**src/rtl/dram_arb_cpu.sv**
```systemverilog
// Per-DRAM-cycle arbiter between the CPU port, the video fetcher and refresh.
// One command per 4-clock cycle is decided at c3, issued at c0, and read data is routed back to its owner.
module dram_arb_cpu #(
  parameter int REF_PERIOD  = 54,
  parameter int REF_MAXWAIT = 4
) (
  input  logic        clk,
  input  logic        rst,
  input  logic        c0,
  input  logic        c1,
  input  logic        c2,
  input  logic        c3,
  input  logic        cpu_req,
  input  logic        cpu_rnw,
  input  logic [20:0] cpu_addr,
  input  logic        cpu_wrbsel,
  input  logic [7:0]  cpu_wrdata,
  output logic        cpu_next,
  output logic        cpu_strobe,
  output logic        cpu_latch,
  output logic [15:0] cpu_rddata,
  input  logic        vid_req,
  input  logic [20:0] vid_addr,
  output logic        vid_strobe,
  output logic [15:0] vid_rddata,
  output logic        dram_go,
  output logic        dram_ref,
  output logic        dram_rnw,
  output logic [20:0] dram_addr,
  output logic [1:0]  dram_bsel,
  output logic [15:0] dram_wrdata,
  input  logic        dram_rrdy,
  input  logic [15:0] dram_rddata
);

  localparam int CW = (REF_PERIOD > 1) ? $clog2(REF_PERIOD) : 1;
  localparam int WW = (REF_MAXWAIT > 0) ? $clog2(REF_MAXWAIT + 1) : 1;
  localparam logic [CW-1:0] CNT_RELOAD = CW'(REF_PERIOD - 1);
  localparam logic [CW-1:0] CNT_ZERO   = CW'(0);
  localparam logic [CW-1:0] CNT_ONE    = CW'(1);
  localparam logic [WW-1:0] WAIT_MAX   = WW'(REF_MAXWAIT);
  localparam logic [WW-1:0] WAIT_ZERO  = WW'(0);
  localparam logic [WW-1:0] WAIT_ONE   = WW'(1);

  typedef enum logic [1:0] {
    OWN_IDLE = 2'd0,
    OWN_CPU  = 2'd1,
    OWN_VID  = 2'd2,
    OWN_REF  = 2'd3
  } owner_t;

  owner_t        owner_r;
  owner_t        grant_s;
  logic          arb_s;
  logic          ref_force_s;
  logic          cpu_hit_s;
  logic          vid_hit_s;
  logic [CW-1:0] ref_cnt_r;
  logic          ref_pend_r;
  logic [WW-1:0] ref_wait_r;
  logic [15:0]   cpu_data_r;
  logic [15:0]   vid_data_r;

  // A decision slot needs a clean one-hot c3; a corrupted phase set never grants.
  assign arb_s       = c3 & ~c0 & ~c1 & ~c2;
  assign ref_force_s = ref_pend_r && (ref_wait_r == WAIT_MAX);
  assign cpu_next    = !vid_req && !ref_force_s;

  // Next owner: video, forced refresh, CPU, pending refresh, idle.
  always_comb begin
    grant_s = OWN_IDLE;
    if (vid_req) begin
      grant_s = OWN_VID;
    end else if (ref_force_s) begin
      grant_s = OWN_REF;
    end else if (cpu_req) begin
      grant_s = OWN_CPU;
    end else if (ref_pend_r) begin
      grant_s = OWN_REF;
    end else begin
      grant_s = OWN_IDLE;
    end
  end

  // Owner of the current DRAM cycle, updated at each decision slot.
  always_ff @(posedge clk) begin
    if (rst) begin
      owner_r <= OWN_IDLE;
    end else if (arb_s) begin
      owner_r <= grant_s;
    end else begin
      owner_r <= owner_r;
    end
  end

  // Command registers toward the DRAM controller; dram_go/dram_ref pulse for the c0 clock only.
  always_ff @(posedge clk) begin
    if (rst) begin
      dram_go     <= 1'b0;
      dram_ref    <= 1'b0;
      dram_rnw    <= 1'b0;
      dram_addr   <= 21'd0;
      dram_bsel   <= 2'b00;
      dram_wrdata <= 16'd0;
    end else begin
      dram_go  <= arb_s && (grant_s != OWN_IDLE);
      dram_ref <= arb_s && (grant_s == OWN_REF);
      if (arb_s) begin
        case (grant_s)
          OWN_CPU: begin
            dram_rnw    <= cpu_rnw;
            dram_addr   <= cpu_addr;
            dram_wrdata <= {cpu_wrdata, cpu_wrdata};
            if (cpu_rnw) begin
              dram_bsel <= 2'b11;
            end else begin
              dram_bsel <= cpu_wrbsel ? 2'b10 : 2'b01;
            end
          end
          OWN_VID: begin
            dram_rnw  <= 1'b1;
            dram_addr <= vid_addr;
            dram_bsel <= 2'b11;
          end
          OWN_REF: begin
            dram_rnw <= 1'b1;
          end
          default: begin
            dram_rnw <= dram_rnw;
          end
        endcase
      end
    end
  end

  // Refresh timer; a fresh expiry outranks a same-slot grant so the request is never lost.
  always_ff @(posedge clk) begin
    if (rst) begin
      ref_cnt_r  <= CNT_RELOAD;
      ref_pend_r <= 1'b0;
      ref_wait_r <= WAIT_ZERO;
    end else if (arb_s) begin
      if (ref_cnt_r == CNT_ZERO) begin
        ref_cnt_r  <= CNT_RELOAD;
        ref_pend_r <= 1'b1;
      end else begin
        ref_cnt_r  <= ref_cnt_r - CNT_ONE;
        ref_pend_r <= (grant_s == OWN_REF) ? 1'b0 : ref_pend_r;
      end
      if (grant_s == OWN_REF) begin
        ref_wait_r <= WAIT_ZERO;
      end else if (ref_pend_r && (ref_wait_r != WAIT_MAX)) begin
        ref_wait_r <= ref_wait_r + WAIT_ONE;
      end else begin
        ref_wait_r <= ref_wait_r;
      end
    end
  end

  // Route a returning read to its owner; writes, refresh and idle cycles drop it.
  always_comb begin
    cpu_hit_s = 1'b0;
    vid_hit_s = 1'b0;
    if (!rst && dram_rrdy) begin
      case (owner_r)
        OWN_CPU: cpu_hit_s = dram_rnw;
        OWN_VID: vid_hit_s = 1'b1;
        default: begin
          cpu_hit_s = 1'b0;
          vid_hit_s = 1'b0;
        end
      endcase
    end else begin
      cpu_hit_s = 1'b0;
      vid_hit_s = 1'b0;
    end
  end

  assign cpu_strobe = cpu_hit_s;
  assign vid_strobe = vid_hit_s;
  assign cpu_rddata = cpu_hit_s ? dram_rddata : cpu_data_r;
  assign vid_rddata = vid_hit_s ? dram_rddata : vid_data_r;

  // Hold captured read words and stretch cpu_latch up to the next decision slot.
  always_ff @(posedge clk) begin
    if (rst) begin
      cpu_data_r <= 16'd0;
      vid_data_r <= 16'd0;
      cpu_latch  <= 1'b0;
    end else begin
      cpu_data_r <= cpu_hit_s ? dram_rddata : cpu_data_r;
      vid_data_r <= vid_hit_s ? dram_rddata : vid_data_r;
      if (cpu_hit_s) begin
        cpu_latch <= 1'b1;
      end else if (arb_s) begin
        cpu_latch <= 1'b0;
      end else begin
        cpu_latch <= cpu_latch;
      end
    end
  end

endmodule

```
**config.mk**
```make
export PLATFORM = sky130hd
export DESIGN_NAME = dram_arb_cpu
export DESIGN_NICKNAME = d
export VERILOG_FILES = /design/src/rtl/dram_arb_cpu.sv
export SDC_FILE = /design/constraint.sdc
export NUM_CORES = 1
export LEC_CHECK = 0
export ABC_AREA = 1
export BUFFER_PORTS_ARGS = -buffer_cell sky130_fd_sc_hd__buf_2
export CAP_MARGIN = 20
export CORE_MARGIN = 2
export CORE_UTILIZATION = 40
export CTS_CLUSTER_DIAMETER = 200
export DETAILED_ROUTE_END_ITERATION = 8
export MAX_ROUTING_LAYER = met4
export PLACE_DENSITY_LB_ADDON = 0.12
export SKIP_CTS_REPAIR_TIMING = 1
export SYNTH_ARGS = -nofsm -noshare
export SYNTH_HDL_FRONTEND = slang
export SYNTH_SLANG_ARGS = --single-unit
```
**constraint.sdc**
```tcl
create_clock -name clk -period 2.2 [get_ports clk]
set_clock_uncertainty 0.15 [all_clocks]
set_input_delay 0.11 -clock clk [delete_from_list [all_inputs] [get_ports clk]]
set_output_delay 0.11 -clock clk [all_outputs]
set_load 0.005 [all_outputs]
```
# --- After elaboration in Yosys (flattened, before gate mapping) ---
# Cells that the tools add are included.
op_classes:
  add_sub_neg: 2
  eq_ne: 7
  mux: 22
  bitwise_logic: 6
  n_reduce_logical: 22
ops:
  columns: ["operator", "n"]
  rows:
  - ["case mux 21 bit (2 select lines)", 1]
  - ["2-to-1 mux 16 bit", 2]
  - ["2-to-1 mux 2 bit", 6]
  - ["nonzero test 2 bit", 6]
  - ["AND reduction 2 bit", 5]
  - ["2-to-1 mux 1 bit", 8]
  - ["== test 2 bit (second input constant)", 3]
  - ["logical AND 1 bit", 6]
  - ["logical NOT 6 bit", 1]
  - ["2-to-1 mux 3 bit", 2]
  - ["2-to-1 mux 6 bit", 1]
  - ["subtractor 6 x 1 -> 6 bit (second input constant)", 1]
  - ["== test 2 x 1 -> 1 bit (second input constant)", 2]
  - ["case mux 2 bit (2 select lines)", 1]
  - ["adder 3 x 1 -> 3 bit (second input constant)", 1]
  - ["bitwise AND 1 bit", 3]
  - ["== test 3 bit (second input constant)", 1]
  - ["logical NOT 1 bit", 3]
  - ["!= test 3 bit (second input constant)", 1]
  - ["inverter 1 bit", 3]
  - ["case mux 1 bit (2 select lines)", 1]
  - ["OR reduction 2 bit", 1]
word_totals:
  wordCells: 72
  in_bits: 77
  reg_bits: 87
  output_inout_bits: 78

# --- Longest topological paths before layout ---
logic_depth:
  ltp_word: 8
  depth_mapped: 11
  mapped_depth_nobuf: 11

# --- Worst setup path before layout ---
# Ideal clock, no wire load.
synth_path:
  kind: "register -> register"
  start: "register ref_wait_r[0]"
  end: "register dram_bsel[1]"
  path_slack_ps: 204
  period_less_slack_ps: 1996
  setup_ps: 118
  stages_incl_launch_ff: 11
  path_buffers: 1
  required_ps: 1932
  arrival_time_ps: 1728
  cell_sequence: "dfxtp_1 -> inv_1 -> ha_1 -> nand3_1 -> nand3_1 -> ha_1 -> inv_1 -> clkbuf_1 -> nand2_1 -> nor3_1 -> nor2_1"
synth_via:
  elab_chain_len: 7
  elab_cells_between_ends: 9
  cone_classes: "3 x eq/ne; 3 x mux; 3 x reduce/logical"
synth_rtl:
  columns: ["element", "line", "text"]
  rows:
  - ["from (decl)", "60", "logic [WW-1:0] ref_wait_r;"]
  - ["from (signal assigned)", "153", "ref_wait_r <= ref_wait_r + WAIT_ONE;"]
  - ["from (signal assigned)", "155", "ref_wait_r <= ref_wait_r;"]
  - ["== test 3 bit *", "66", "assign ref_force_s = ref_pend_r && (ref_wait_r == WAIT_MAX);"]
  - ["logical AND 1 bit *", "66", null]
  - ["2-to-1 mux 2 bit *", "74", "end else if (ref_force_s) begin"]
  - ["2-to-1 mux 2 bit *", "72", "if (vid_req) begin"]
  - ["named net grant_s[1]", "53", "owner_t grant_s;"]
  - ["== test 2 bit or == test 2 x 1 -> 1 bit (tied branches)", "109", "case (grant_s)"]
  - ["nonzero test 2 bit (no source line)", null, null]
  - ["AND reduction 2 bit (no source line)", null, null]
  - ["to (signal assigned)", "117", "dram_bsel <= cpu_wrbsel ? 2'b10 : 2'b01;"]
  - ["to (decl)", "30", "output logic [1:0] dram_bsel,"]
# The timed path passes the listed nets; every way through them passes the cells marked *.
# A chain may end at the register's enable or synchronous reset.

# --- Final worst setup path ---
# Same ends and word-level chain as after synthesis.

==> results.json <==
{
  "outcome": "finished, violations left",
  "failed_checks": "negative hold slack",
  "syn_area_per_cell_um2": 6.867,
  "drt_wl_total_mm": 9.973,
  "path_clk_slew_ns": 0.08,
  "worstPathRequired_ns": 2.30,
  "detail-route-antenna-nets": 0,
  "io_pins": 155,
  "grt_setup_unrepaired": "no",
  "hold_class": "in2reg",
  "grt_use_total": 0.1855,
  "ys_seq_elements": 79,
  "finalSetupTns_ns": 0,
  "die_y_um": 100.5,
  "io_buffer_count": 154,
  "hold_start": "cpu_addr[6]",
  "slew_headroom": 0.4644,
  "setup_violations": 0,
  "nets": 829,
  "startpoint_type": "flip-flop",
  "worstSkewPairLatency_ns": 0.35,
  "layout-drive-gt1-share": 0.2727,
  "maxCapViolations": 0,
  "grt-ovfl-total": 0,
  "root_buffer": "clkbuf_8",
  "dp_hpwl_mm": 6.292,
  "r2r_cells": 11,
  "grt_pass1_vias": 3305,
  "yosysSeqAreaShare": 0.4242,
  "regArea_um2": 1582,
  "stdcell_area_um2": 5334,
  "via_per_inst": 4.563,
  "multi_input_area_um2": 1719,
  "peakVddDrop_v": 0.0002768,
  "whs_path_depth": 5,
  "antenna_found_initial": 1,
  "holdPathEnd": "dram_addr[6]$_SDFFE_PP0P_",
  "placed_area_um2": 4534,
  "hold_viol": 6,
  "route.detailed.drc": 0,
  "gp_congestion": 0.8109,
  "min_period_ns": 2.001,
  "cts_num_sinks": 79,
  "via_count": 3924,
  "synthesis.area_um2": 3729,
  "coreArea_um2": 9153,
  "crit_arrival_ns": 2.10,
  "reg2reg_from": "ref_wait_r[0]$_SDFFE_PP0P_",
  "drv_slew": 0,
  "start_util": 0.4074,
  "max-clock-path-buffers": 2,
  "rows": 35,
  "cp-end-kind": "flip-flop",
  "drt_iter0_markers": 120,
  "crit_fanout": 15,
  "fp.dieW_um": 100.5,
  "power.density_nw_per_um2": 541.0,
  "numCtsBuffers": 9,
  "area_growth_pct": 43.05,
  "regToRegSetupSlack_ns": 0.20,
  "worst_pin_slew_ns": 0.8035,
  "htree_num_levels": 3,
  "fmaxAchievable_ghz": 0.4996,
  "grt_max_degree": 72,
  "whs_ns": -0.04318,
  "dr.pass1.iters": 4,
  "crit_type": "reg2reg",
  "syn-num-nets": 629,
  "wire_per_inst_um": 11.60,
  "timing.final.crit_share": 0.9097,
  "nFillCells": 862,
  "dieArea_um2": 10110,
  "synth_cells": 543,
  "yosysUniqueCellTypes": 23,
  "r2r-end": "dram_bsel[1]$_SDFFE_PP0P_",
  "leakagePower_nw": 2.914,
  "synth.yosys.warnings": 0,
  "grt_pass1_wl_mm": 14.67,
  "tritoncts": "built"
}
kinds of logic (layout without fill, tap and decap cells):
group           after synthesis  after routing  synth area share
compound gates               75             75            0.1097
buf+inv                      96            301            0.1161
simple gates                284            284            0.3198
fa+ha+maj                     9              9           0.03020
flops                        79             79            0.4242
other cells                   0              1                 0
registers in the layout (all words and copies together), names as in the netlist:
signal,flops
owner_r,2
ref_pend_r,1
dram_addr,21
dram_rnw,1
dram_go,1
dram_ref,1
dram_wrdata,8
dram_bsel,2
cpu_data_r,16
cpu_latch,1
ref_wait_r,3
vid_data_r,16
ref_cnt_r,6
power by group:
group / internal [W] / leakage, nW / switching, W
Clock: 0.000549 / 0.0981 / 0.000540
Combinational: 0.000179 / 2.18 / 0.000166
Sequential: 0.00144 / 0.637 / 0.00000784
critical path, stage by stage, from the launching register on:
cell	delay [ns]
dfxtp_1	0.38
inv_1	0.06
ha_1	0.21
nand3_1	0.12
nand3_2	0.13
inv_1	0.12
ha_1	0.24
inv_1	0.07
nor2_2	0.05
buf_6	0.17
o21ai_0	0.15
nor2_1	0.06
cell type report:
type | count | share of cell area
multi-input cells | 368 | 0.3223
flip-flops and latches | 79 | 0.2965
repair buffers | 222 | 0.2733
inverters | 63 | 0.04433
well taps | 111 | 0.02604
clock buffers | 10 | 0.02580
clock inverters | 6 | 0.01126
diodes | 1 | 0.0004692
placed cells by master (no fill, tap or decap), drive strengths merged:
| cell type | instances |
|---|---|
| nand2 | 216 |
| buf | 163 |
| dfxtp | 79 |
| inv | 63 |
| dlygate4sd3 | 59 |
| a21oi | 52 |
| nor2 | 39 |
| nand3 | 23 |
| o21ai | 23 |
| clkbuf | 10 |
| ha | 9 |
| nor3 | 3 |
| clkinv | 3 |
| nand3b | 2 |
| clkinvlp | 2 |
| diode | 1 |
| nand4 | 1 |
| bufinv | 1 |
cells in the mapped netlist:
| library cell | instances | area (um2) |
|---|---|---|
| nor2_2 | 1 | 6.260 |
| ha_1 | 9 | 112.6 |
| nor3_1 | 3 | 15.01 |
| buf_4 | 11 | 82.58 |
| nand4_2 | 1 | 12.51 |
| a21oi_2 | 9 | 78.83 |
| nor2_8 | 2 | 40.04 |
| buf_6 | 1 | 11.26 |
| nand2_1 | 206 | 773.2 |
| dfxtp_1 | 79 | 1582 |
| clkbuf_1 | 10 | 37.54 |
| inv_1 | 63 | 236.5 |
| nand2_4 | 1 | 11.26 |
| nor2_1 | 36 | 135.1 |
| a21oi_1 | 43 | 215.2 |
| o21ai_1 | 3 | 15.01 |
| nand2_2 | 9 | 56.30 |
| buf_8 | 1 | 15.01 |
| buf_2 | 10 | 50.05 |
| nand3b_1 | 2 | 15.01 |
| o21ai_0 | 20 | 100.1 |
| nand3_4 | 1 | 17.52 |
| nand3_1 | 22 | 110.1 |
layer usage:
metal	global-route usage	part of all wire	up-vias
li1	-	-	2054
met1	0.2237	0.44	1714
met2	0.3005	0.48	127
met3	0.04785	0.052	29
met4	0.06639	0.027	0
met5	-	0	-
through the flow:
step                total power, W  worst slack (ns)  instances  utilization  hold WS (ns)
detailed placement        0.001747            0.1078        784       0.4954        0.2357
finish                    0.002886            0.1986        860       0.5828      -0.04318
floorplan                 0.001622            0.2043        543            -       0.08601
global placement          0.001743            0.1799        784       0.4954        0.2163
CTS                       0.002839           0.09227        800       0.5170       -0.1479
global route              0.003018           0.02955        860       0.5828     0.0004809
worst max-delay path by stage:
stage                          startpoint                    endpoint  slack (ns)  depth (start not counted)
3_3_place_gp   ref_wait_r[0]$_SDFFE_PP0P_   dram_bsel[1]$_SDFFE_PP0P_        0.18                         11
4_1_cts        ref_wait_r[0]$_SDFFE_PP0P_   dram_bsel[1]$_SDFFE_PP0P_        0.09                         11
3_5_place_dp   ref_wait_r[0]$_SDFFE_PP0P_   dram_bsel[1]$_SDFFE_PP0P_        0.11                         11
2_1_floorplan  ref_wait_r[0]$_SDFFE_PP0P_   dram_bsel[1]$_SDFFE_PP0P_        0.20                         10
6_report       ref_wait_r[0]$_SDFFE_PP0P_   dram_bsel[1]$_SDFFE_PP0P_        0.20                         11
5_1_grt        ref_wait_r[0]$_SDFFE_PP0P_  dram_addr[14]$_SDFFE_PP0P_        0.03                         11
(Power assumes the default switching activity.)
